$ cat config.mk
export PLATFORM = sky130hd
export DESIGN_NAME = stereo_sample_pairer
export DESIGN_NICKNAME = d
export VERILOG_FILES = /design/src/rtl/spdif_pkg.sv /design/src/rtl/pair_queue2.sv /design/src/rtl/stereo_sample_pairer.sv
export SDC_FILE = /design/constraint.sdc
export NUM_CORES = 1
export LEC_CHECK = 0
export ABC_CLOCK_PERIOD_IN_PS = 4700
export CAP_MARGIN = 20
export CORE_ASPECT_RATIO = 1.4
export CORE_MARGIN = 2
export CORE_UTILIZATION = 45
export CTS_CLUSTER_SIZE = 20
export DETAILED_ROUTE_END_ITERATION = 16
export MAX_ROUTING_LAYER = met4
export PLACE_DENSITY = 0.68
export SETUP_SLACK_MARGIN = 0.3
export SLEW_MARGIN = 20
export SYNTH_ARGS = -nofsm -noshare
export SYNTH_HDL_FRONTEND = slang
export SYNTH_SLANG_ARGS = --single-unit
$ cat constraint.sdc
create_clock -name clk -period 4.7 [get_ports clk]
set_input_delay 1.41 -clock clk [delete_from_list [all_inputs] [get_ports clk]]
set_output_delay 1.41 -clock clk [all_outputs]
set_load 0.05 [all_outputs]
$ cat src/rtl/spdif_pkg.sv
// Shared types for the S/PDIF receive path.
// The optional mono mix is enabled by the PAIRER_MONO_MIX_EN macro in stereo_sample_pairer.
package spdif_pkg;

  localparam int PAIR_SAMPLE_W = 20;

  localparam logic CH_LEFT  = 1'b0;
  localparam logic CH_RIGHT = 1'b1;

  typedef enum logic {
    WAIT_L,
    HAVE_L
  } pair_state_t;

  typedef struct packed {
    logic [PAIR_SAMPLE_W-1:0] left;
    logic [PAIR_SAMPLE_W-1:0] right;
  } stereo_pair_t;

endpackage

$ cat src/rtl/pair_queue2.sv
// Two-entry synchronous FIFO with push/pop, full/empty and a drop-on-full strobe.
module pair_queue2 #(
  parameter int W = 40
) (
  input  logic         clk,
  input  logic         rst,
  input  logic         push,
  input  logic [W-1:0] din,
  input  logic         pop,
  output logic [W-1:0] dout,
  output logic         empty,
  output logic         full,
  output logic         drop
);

  logic [W-1:0] mem [2];
  logic         wr_ptr;
  logic         rd_ptr;
  logic [1:0]   count;
  logic         do_push;
  logic         do_pop;

  // A pop frees a slot in the same cycle, so a full queue still accepts a push alongside a pop.
  assign do_pop  = pop && (count != 2'd0);
  assign do_push = push && ((count != 2'd2) || do_pop);
  assign drop    = push && !do_push;

  always_ff @(posedge clk) begin
    if (rst) begin
      mem[0] <= '0;
      mem[1] <= '0;
      wr_ptr <= 1'b0;
      rd_ptr <= 1'b0;
      count  <= 2'd0;
    end else begin
      if (do_push) begin
        mem[wr_ptr] <= din;
        wr_ptr      <= ~wr_ptr;
      end
      if (do_pop) begin
        rd_ptr <= ~rd_ptr;
      end
      count <= count + 2'(do_push) - 2'(do_pop);
    end
  end

  assign dout  = mem[rd_ptr];
  assign empty = (count == 2'd0);
  assign full  = (count == 2'd2);

endmodule

$ cat src/rtl/stereo_sample_pairer.sv
// Pairs left/right subframe samples into stereo words and queues them for the sample FIFO.
// Define PAIRER_MONO_MIX_EN to add the mono_dout signed-average output.
module stereo_sample_pairer
  import spdif_pkg::*;
#(
  parameter int SAMPLE_W       = 20,
  parameter int TIMEOUT_CYCLES = 2048,
  parameter int CNT_W          = 8
) (
  input  logic                  clk,
  input  logic                  rst,
  input  logic                  vin,
  input  logic [SAMPLE_W-1:0]   din,
  input  logic                  channel,
  output logic [2*SAMPLE_W-1:0] dout,
  output logic                  vout,
  input  logic                  rdy,
  output logic [CNT_W-1:0]      orphan_cnt,
  output logic [CNT_W-1:0]      overwrite_cnt,
  output logic [CNT_W-1:0]      drop_cnt
`ifdef PAIRER_MONO_MIX_EN
  ,
  output logic [SAMPLE_W-1:0]   mono_dout
`endif
);

  localparam int TIMER_W = (TIMEOUT_CYCLES > 2) ? $clog2(TIMEOUT_CYCLES) : 1;
`ifdef PAIRER_MONO_MIX_EN
  localparam int ENTRY_W = 3 * SAMPLE_W;
`else
  localparam int ENTRY_W = 2 * SAMPLE_W;
`endif

  pair_state_t         state;
  pair_state_t         next_state;
  logic [SAMPLE_W-1:0] held_left;
  logic [TIMER_W-1:0]  timer;

  logic push;
  logic pop;
  logic load_left;
  logic timer_inc;
  logic orphan_inc;
  logic overwrite_inc;

  logic [ENTRY_W-1:0] q_din;
  logic [ENTRY_W-1:0] q_dout;
  logic               q_empty;
  logic               q_full;
  logic               q_drop;

  always_ff @(posedge clk) begin
    if (rst) begin
      state     <= WAIT_L;
      held_left <= '0;
      timer     <= '0;
    end else begin
      state <= next_state;
      if (load_left) begin
        held_left <= din;
        timer     <= '0;
      end else if (timer_inc) begin
        timer <= timer + 1'b1;
      end
    end
  end

  // An arriving sample always wins over the timeout check on the same cycle.
  always_comb begin
    next_state    = state;
    push          = 1'b0;
    load_left     = 1'b0;
    timer_inc     = 1'b0;
    orphan_inc    = 1'b0;
    overwrite_inc = 1'b0;
    unique case (state)
      WAIT_L: begin
        if (vin) begin
          if (channel == CH_LEFT) begin
            load_left  = 1'b1;
            next_state = HAVE_L;
          end else begin
            orphan_inc = 1'b1;
          end
        end
      end
      HAVE_L: begin
        if (vin) begin
          if (channel == CH_RIGHT) begin
            push       = 1'b1;
            next_state = WAIT_L;
          end else begin
            load_left     = 1'b1;
            overwrite_inc = 1'b1;
          end
        end else if (timer == TIMER_W'(TIMEOUT_CYCLES - 1)) begin
          orphan_inc = 1'b1;
          next_state = WAIT_L;
        end else begin
          timer_inc = 1'b1;
        end
      end
      default: next_state = WAIT_L;
    endcase
  end

`ifdef PAIRER_MONO_MIX_EN
  // One extra sign bit keeps the sum exact; dropping its LSB is the arithmetic shift.
  logic [SAMPLE_W:0] mix_sum;
  assign mix_sum = {held_left[SAMPLE_W-1], held_left} + {din[SAMPLE_W-1], din};
  assign q_din   = {held_left, din, mix_sum[SAMPLE_W:1]};
  assign mono_dout = q_dout[SAMPLE_W-1:0];
  assign dout      = q_dout[ENTRY_W-1:SAMPLE_W];
`else
  assign q_din = {held_left, din};
  assign dout  = q_dout;
`endif

  assign vout = !q_empty;
  assign pop  = vout && rdy;

  pair_queue2 #(
    .W(ENTRY_W)
  ) u_queue (
    .clk  (clk),
    .rst  (rst),
    .push (push),
    .din  (q_din),
    .pop  (pop),
    .dout (q_dout),
    .empty(q_empty),
    .full (q_full),
    .drop (q_drop)
  );

  always_ff @(posedge clk) begin
    if (rst) begin
      orphan_cnt    <= '0;
      overwrite_cnt <= '0;
      drop_cnt      <= '0;
    end else begin
      if (orphan_inc && (orphan_cnt != '1)) orphan_cnt <= orphan_cnt + 1'b1;
      if (overwrite_inc && (overwrite_cnt != '1)) overwrite_cnt <= overwrite_cnt + 1'b1;
      if (q_drop && q_full && (drop_cnt != '1)) drop_cnt <= drop_cnt + 1'b1;
    end
  end

endmodule

==> metrics.txt, run 1 <==
transition time at the pin with the least slew margin 0.639 ns; vias post-DR 4081; number of max-cap violations 0; startpoint-to-endpoint class of the critical path reg -> out; sequential share of the synthesized area 59.6%; main flop type after synthesis sky130_fd_sc_hd__edfxtp_1; switching part of the total 29.0%; total of flip-flops plus latches after synthesis 141; total routing resource utilization after global routing 19.5%; number of hold violations in the final report 0; portion of netlist area occupied by mux cells 8.28%; part of the power in combinational logic 22.9%; width of the die 102 um; area of all placed cells without fillers 0.00780 sq mm; power density of the placed cells 460 mW/mm^2; list of most frequent post-synthesis cells sky130_fd_sc_hd__and2_1 (81), sky130_fd_sc_hd__edfxtp_1 (80), sky130_fd_sc_hd__dfxtp_1 (61); port bufs 89; area fraction in and, or, nand and nor cells after synthesis 20.4%; total setup violations reported at the end of the flow 0; clock share of power 38.1%; register share of total power 39.0%; clock tree from TritonCTS yes; TritonCTS Buffers 17; setup TNS 0 ns; final max-slew violation count 0; largest family of logic cells by synthesized area simple AND/OR/NAND/NOR gates; Placed Area 0.00720 sq mm; number of antenna cells inserted 0; number of design rule violations left after detail routing 0; count of routing violations after the opening detailed-route iteration 180; Synthesis Warnings 0; total number of H-tree levels 4; number of instances resized during post-cts repair 0; DIE AREA 0.0145 sq mm; maximum vdd drop 291 uV; CTS Root Buffer Type sky130_fd_sc_hd__clkbuf_16; outcome finished, final reports clean; critical path data arrival time 2.49 ns; pin count of the biggest net entering global routing 53; highest clock frequency the design can meet 257 MHz; crit path capture type output port; maximum clock path buffer count 2; Remaining Overflow, GRT 0; post-placement setup slack 0.814 ns; hold buffers post-CTS 0; area fraction in compound gates after synthesis 5.02%; final critical delay including setup and external delays 3.90 ns; starting utilization of the core area 45.8%; unrepaired setup endpoints after global routing no; max_slew headroom 57.1%; area of the mapped netlist 0.00608 sq mm; worst setup margin 0.803 ns; global-route wire length before repair 20900 um; Area Overhead vs Synth 28.4%; synthesized area divided by synthesized cell count 11.7 sq um; required time of the critical path 3.29 ns; ratio of cells with drive above 1 in the final layout 15.2%; drt wl/cell 16.1 um; net switching power 1040 uW; via count normalized by instance count 5.06; last weighted congestion value of the routability-driven placer 0.790; Final HPWL DP 8690 um; async set-or-reset flop fraction in the synthesized netlist 0%; Boundary Pins 90; number of filler cells placed in the layout 1164; synthesized netlist net count 551; area fraction of the dominant cell type after synthesis 39.5%; Pint 2550 uW; Layout Nets 643; number of nets with antenna violations after routing 0; Post-Route WL 13000 um; most numerous cell in the Yosys netlist sky130_fd_sc_hd__and2_1; critical path peak fanout 26; cell count after synthesis 520; Post-synth EDFFs 80; Yosys top cell by area sky130_fd_sc_hd__edfxtp_1; Adder-Cell Fraction of Synth Area 1.24%; Lkg Pwr 0.00287 uW; Clock Skew 0.0124 ns; initial antenna violation count 0; class of the tightest hold or removal check reg -> reg; category of the worst setup path launch point register; clock latency reported for the late side of the worst-skew pair 0.41 ns; ranking of synthesized cells by area sky130_fd_sc_hd__edfxtp_1 (40%), sky130_fd_sc_hd__dfxtp_1 (20%), sky130_fd_sc_hd__and2_1 (8.3%), sky130_fd_sc_hd__mux2_2 (7.8%), sky130_fd_sc_hd__nand2_1 (3.0%); via count of the first global-routing pass 4170; XOR/XNOR Fraction of Synth Area 3.46%; CTS clock-pin slew for the worst setup and hold paths 0.06 ns; die height 142 um; clock sink total 141; number of iterations in the first detailed-routing pass 4; post-synth cell types 45; number of setup buffers added after CTS 0; placeable core region 0.0133 sq mm; final worst-path cycle share 82.9%; row cnt 50
## layout by cell type, fill, tap and decap left out, types with 6 or more instances in the layout
cell / synthesis / final
sky130_fd_sc_hd__clkdlybuf4s50_1: 0 / 88
sky130_fd_sc_hd__and2_1: 81 / 81
sky130_fd_sc_hd__edfxtp_1: 80 / 80
sky130_fd_sc_hd__dfxtp_1: 61 / 60
sky130_fd_sc_hd__nand2_1: 49 / 49
sky130_fd_sc_hd__mux2_2: 42 / 42
sky130_fd_sc_hd__nor2_1: 38 / 38
sky130_fd_sc_hd__a21oi_1: 26 / 26
sky130_fd_sc_hd__clkbuf_16: 0 / 17
sky130_fd_sc_hd__xnor2_1: 14 / 14
sky130_fd_sc_hd__xor2_1: 10 / 10
sky130_fd_sc_hd__nand3_1: 9 / 9
sky130_fd_sc_hd__buf_4: 0 / 8
sky130_fd_sc_hd__inv_1: 7 / 7
sky130_fd_sc_hd__and3_1: 7 / 7
sky130_fd_sc_hd__nand4_1: 6 / 6
sky130_fd_sc_hd__nor2b_1: 6 / 6
sky130_fd_sc_hd__ha_1: 6 / 6
## power by group through the flow
stage	Clock, uW	Sequential [uW]	Combinational (uW)
after global routing	1440	1410	864
after detailed placement	0	1430	829
after CTS	1390	1400	832
final	1370	1400	822
after global placement	0	1430	821
after floorplan	0	1410	585
## final timing paths
kind                                                 start                               end  slack (ns)  cells after the start
worst max register to register            state$_SDFF_PP0_  u_queue.mem[1][17]$_SDFFCE_PN0P_        2.51                      5
worst min register to register  held_left[18]$_SDFFE_PP0N_        held_left[18]$_SDFFE_PP0N_        0.46                      2
worst min-delay path            held_left[18]$_SDFFE_PP0N_        held_left[18]$_SDFFE_PP0N_        0.46                      2
worst max-delay path                              register                          dout[33]        0.80                      3
## area by class of cell
| type | count | area, sq um | area share, % |
|---|---|---|---|
| Clock buffer | 18 | 429 | 5.50 |
| Multi-Input combinational cell | 347 | 2350 | 30.2 |
| Timing Repair Buffer | 98 | 966 | 12.4 |
| Tap cell | 182 | 228 | 2.92 |
| Sequential cell | 141 | 3620 | 46.4 |
| Clock inverter | 14 | 175 | 2.24 |
| Inverter | 7 | 26.3 | 0.337 |
## routing by layer
metal / GRT usage [%] / vias to the layer above / wire length [um]
li1: - / 1997 / -
met1: 21.0 / 1969 / 5080
met2: 34.3 / 103 / 7100
met3: 5.47 / 12 / 716
met4: 5.82 / 0 / 136
met5: - / - / 0
## per-stage QoR
step                      total power (uW)  instances  util (%)  hold WS [ns]
after floorplan                       1990        520         -         0.440
after global placement                2250        775      54.3         0.449
after detailed placement              2260        775      54.3         0.455
after CTS                             3630        807      58.8         0.462
after global routing                  3710        807      58.8         0.491
final                                 3590        807      58.8         0.458
## worst max-delay path, cell delays in order, from the launching register on
cell,delay [ns]
sky130_fd_sc_hd__dfxtp_2,0.54
sky130_fd_sc_hd__buf_4,0.42
sky130_fd_sc_hd__mux2_2,0.42
sky130_fd_sc_hd__clkdlybuf4s50_1,0.71
## state kept, by name, summed over array words and instances, names as in the netlist, named ones only
name / flops
drop_cnt: 8
held_left: 20
orphan_cnt: 8
overwrite_cnt: 8
state: 1
timer: 11
u_queue.count: 2
u_queue.mem: 80
u_queue.rd_ptr: 1
u_queue.wr_ptr: 1
## cell families (layout without fill, tap and decap cells)
group           Yosys count  after routing
xor+xnor                 24             24
fa+ha+maj                 6              6
buf+inv                  32            137
flops                   141            141
mux                      45             45
compound gates           47             47
simple gates            225            225
Power figures use the tool's default switching activity.
==> run 2, diff against run 1 <==
- ABC_CLOCK_PERIOD_IN_PS: 4700 -> 3800
- clock period: 4.7 -> 3.8 ns (I/O delays scaled with it)
==> run 2 against run 1 <==
Net effect: critical path depth is the same; largest cell class unchanged; global-route usage grew 0.059 points; sequential power grew 22%; power grew 22%; wire length shrank 0.34%; core utilization grew 0.17 points; final cell count grew 0.25%; die area is the same.
==> metrics.txt, run 2 (synthesis results as in run 1) <==
flip-flop count of the largest register, all copies and words added 80; starting utilization of the core area 45.8%; register-to-register setup slack 1.74 ns; registers with the highest flip-flop counts u_queue.mem (80), held_left (20), timer (11); setup TNS 0 ns; commonest non-fill, non-tap cell in the layout sky130_fd_sc_hd__clkdlybuf4s50_1; Area Overhead vs Synth 28.8%; row cnt 50; initial antenna violation count 0; die height 142 um; slowest stage cell on the critical path sky130_fd_sc_hd__clkdlybuf4s50_1; worst hold-check slack 0.467 ns; crit path capture type output port; list of cells traversed by the critical path buf_6, mux2_2, clkdlybuf4s50_1; placeable core region 0.0133 sq mm; final critical delay including setup and external delays 3.35 ns; count of routing violations after the opening detailed-route iteration 121; Remaining Overflow, GRT 0; category of the worst setup path launch point register; clock sink total 141; final max-slew violation count 0; leading cell types in the layout, fill and taps excluded sky130_fd_sc_hd__clkdlybuf4s50_1 (88), sky130_fd_sc_hd__and2_1 (81), sky130_fd_sc_hd__edfxtp_1 (80); maximum cell stage delay along the critical path 0.71 ns; Hold Path Cell Cnt 2; DIE AREA 0.0145 sq mm; Endpoint, Worst Hold held_left[19]$_SDFFE_PP0N_; final worst-path cycle share 88.2%; total routing resource utilization after global routing 19.5%; area occupied by multi-input gates 0.00235 sq mm; logic depth of the worst register-to-register path 5; global-route wire length before repair 21000 um; Layout Nets 645; number of nets with antenna violations after routing 0; total setup violations reported at the end of the flow 0; vias post-DR 4141; required time of the critical path 2.66 ns; pin count of the biggest net entering global routing 41; port bufs 89; Post-Route WL 13000 um; max_slew headroom 59.9%; clock latency reported for the late side of the worst-skew pair 0.42 ns; TritonCTS Buffers 17; Largest Register u_queue.mem; width of the die 102 um; Lkg Pwr 0.00287 uW; outcome finished, final reports clean; Placed Area 0.00724 sq mm; startpoint-to-endpoint class of the critical path reg -> out; maximum clock path buffer count 2; number of hold violations in the final report 0; number of design rule violations left after detail routing 0; worst r2r dst u_queue.mem[1][37]$_SDFFCE_PN0P_; critical path peak fanout 40; Final HPWL DP 8560 um; via count of the first global-routing pass 4306; CTS clock-pin slew for the worst setup and hold paths 0.06 ns; drt wl/cell 16.1 um; number of antenna cells inserted 0; power density of the placed cells 561 mW/mm^2; area of all placed cells without fillers 0.00783 sq mm; clock tree from TritonCTS yes; Hold Crit Start held_left[19]$_SDFFE_PP0N_; cell total after placement 777; worst reg2reg path startpoint u_queue.count[1]$_SDFF_PP0_; via count normalized by instance count 5.12; number of filler cells placed in the layout 1144; total number of H-tree levels 4; number of max-cap violations 0; unrepaired setup endpoints after global routing no; filler-free cell count of the finished design 809; critical path data arrival time 2.21 ns; number of setup buffers added after CTS 0; last weighted congestion value of the routability-driven placer 0.805; ratio of cells with drive above 1 in the final layout 15.2%; CTS Root Buffer Type sky130_fd_sc_hd__clkbuf_16; Boundary Pins 90; number of iterations in the first detailed-routing pass 4; Clock Skew 0.0111 ns; class of the tightest hold or removal check reg -> reg; highest clock frequency the design can meet 298 MHz; maximum vdd drop 343 uV; transition time at the pin with the least slew margin 0.601 ns; Reg area 0.00362 sq mm
-- run 2: report_power, final --
group | total (uW) | internal, uW | switching (uW)
combinational | 1050 | 398 | 649
clock | 1630 | 1020 | 611
sequential | 1710 | 1680 | 32.0
total | 4390 | 3100 | 1290
-- run 2: final cells by class --
type / count / share of cell area (%)
flip-flops and latches: 141 / 46.3
multi-input cells: 347 / 30.1
repair buffers: 100 / 12.9
clock buffers: 19 / 5.53
well taps: 182 / 2.91
clock inverters: 13 / 1.92
inverters: 7 / 0.336
-- run 2: metrics by stage --
stage | worst slack [ns] | utilization (%) | power, uW
2_1_floorplan | 0.655 | - | 2460
3_3_place_gp | 0.379 | 54.6 | 2780
3_5_place_dp | 0.330 | 54.6 | 2790
4_1_cts | 0.305 | 59.0 | 4420
5_1_grt | 0.380 | 59.0 | 4540
6_report | 0.448 | 59.0 | 4390
-- run 2: timing repair --
action	in CTS	in global routing
resized for setup	0	1
hold buffers	0	0
endpoints found under the setup margin	0	31
-- run 2: critical path, delay by kind of cell, from the launching register on --
family	cells	cell delay [ns]
muxes	1	0.42
buffers and inverters	2	1.05
DFF	1	0.32
-- run 2: per-layer routing --
metal	share of wire, %	global-route usage [%]	vias up	wire [um]
li1	-	-	1999	-
met4	2.0	6.46	0	257
met1	40	20.9	2019	5200
met3	5.3	6.55	17	689
met2	53	33.6	106	6840
met5	0	-	-	0
-- run 2: worst max path at each step --
stage	from	endpoint	slack [ns]	cells after the start
final	register	dout[15]	0.45	3
after global routing	register	dout[32]	0.38	3
after CTS	register	dout[15]	0.30	3
after detailed placement	vin	u_queue.mem[1][25]$_SDFFCE_PN0P_	0.33	6
after global placement	vin	u_queue.mem[1][23]$_SDFFCE_PN0P_	0.38	6
after floorplan	vin	u_queue.mem[0][0]$_SDFFCE_PN0P_	0.66	4
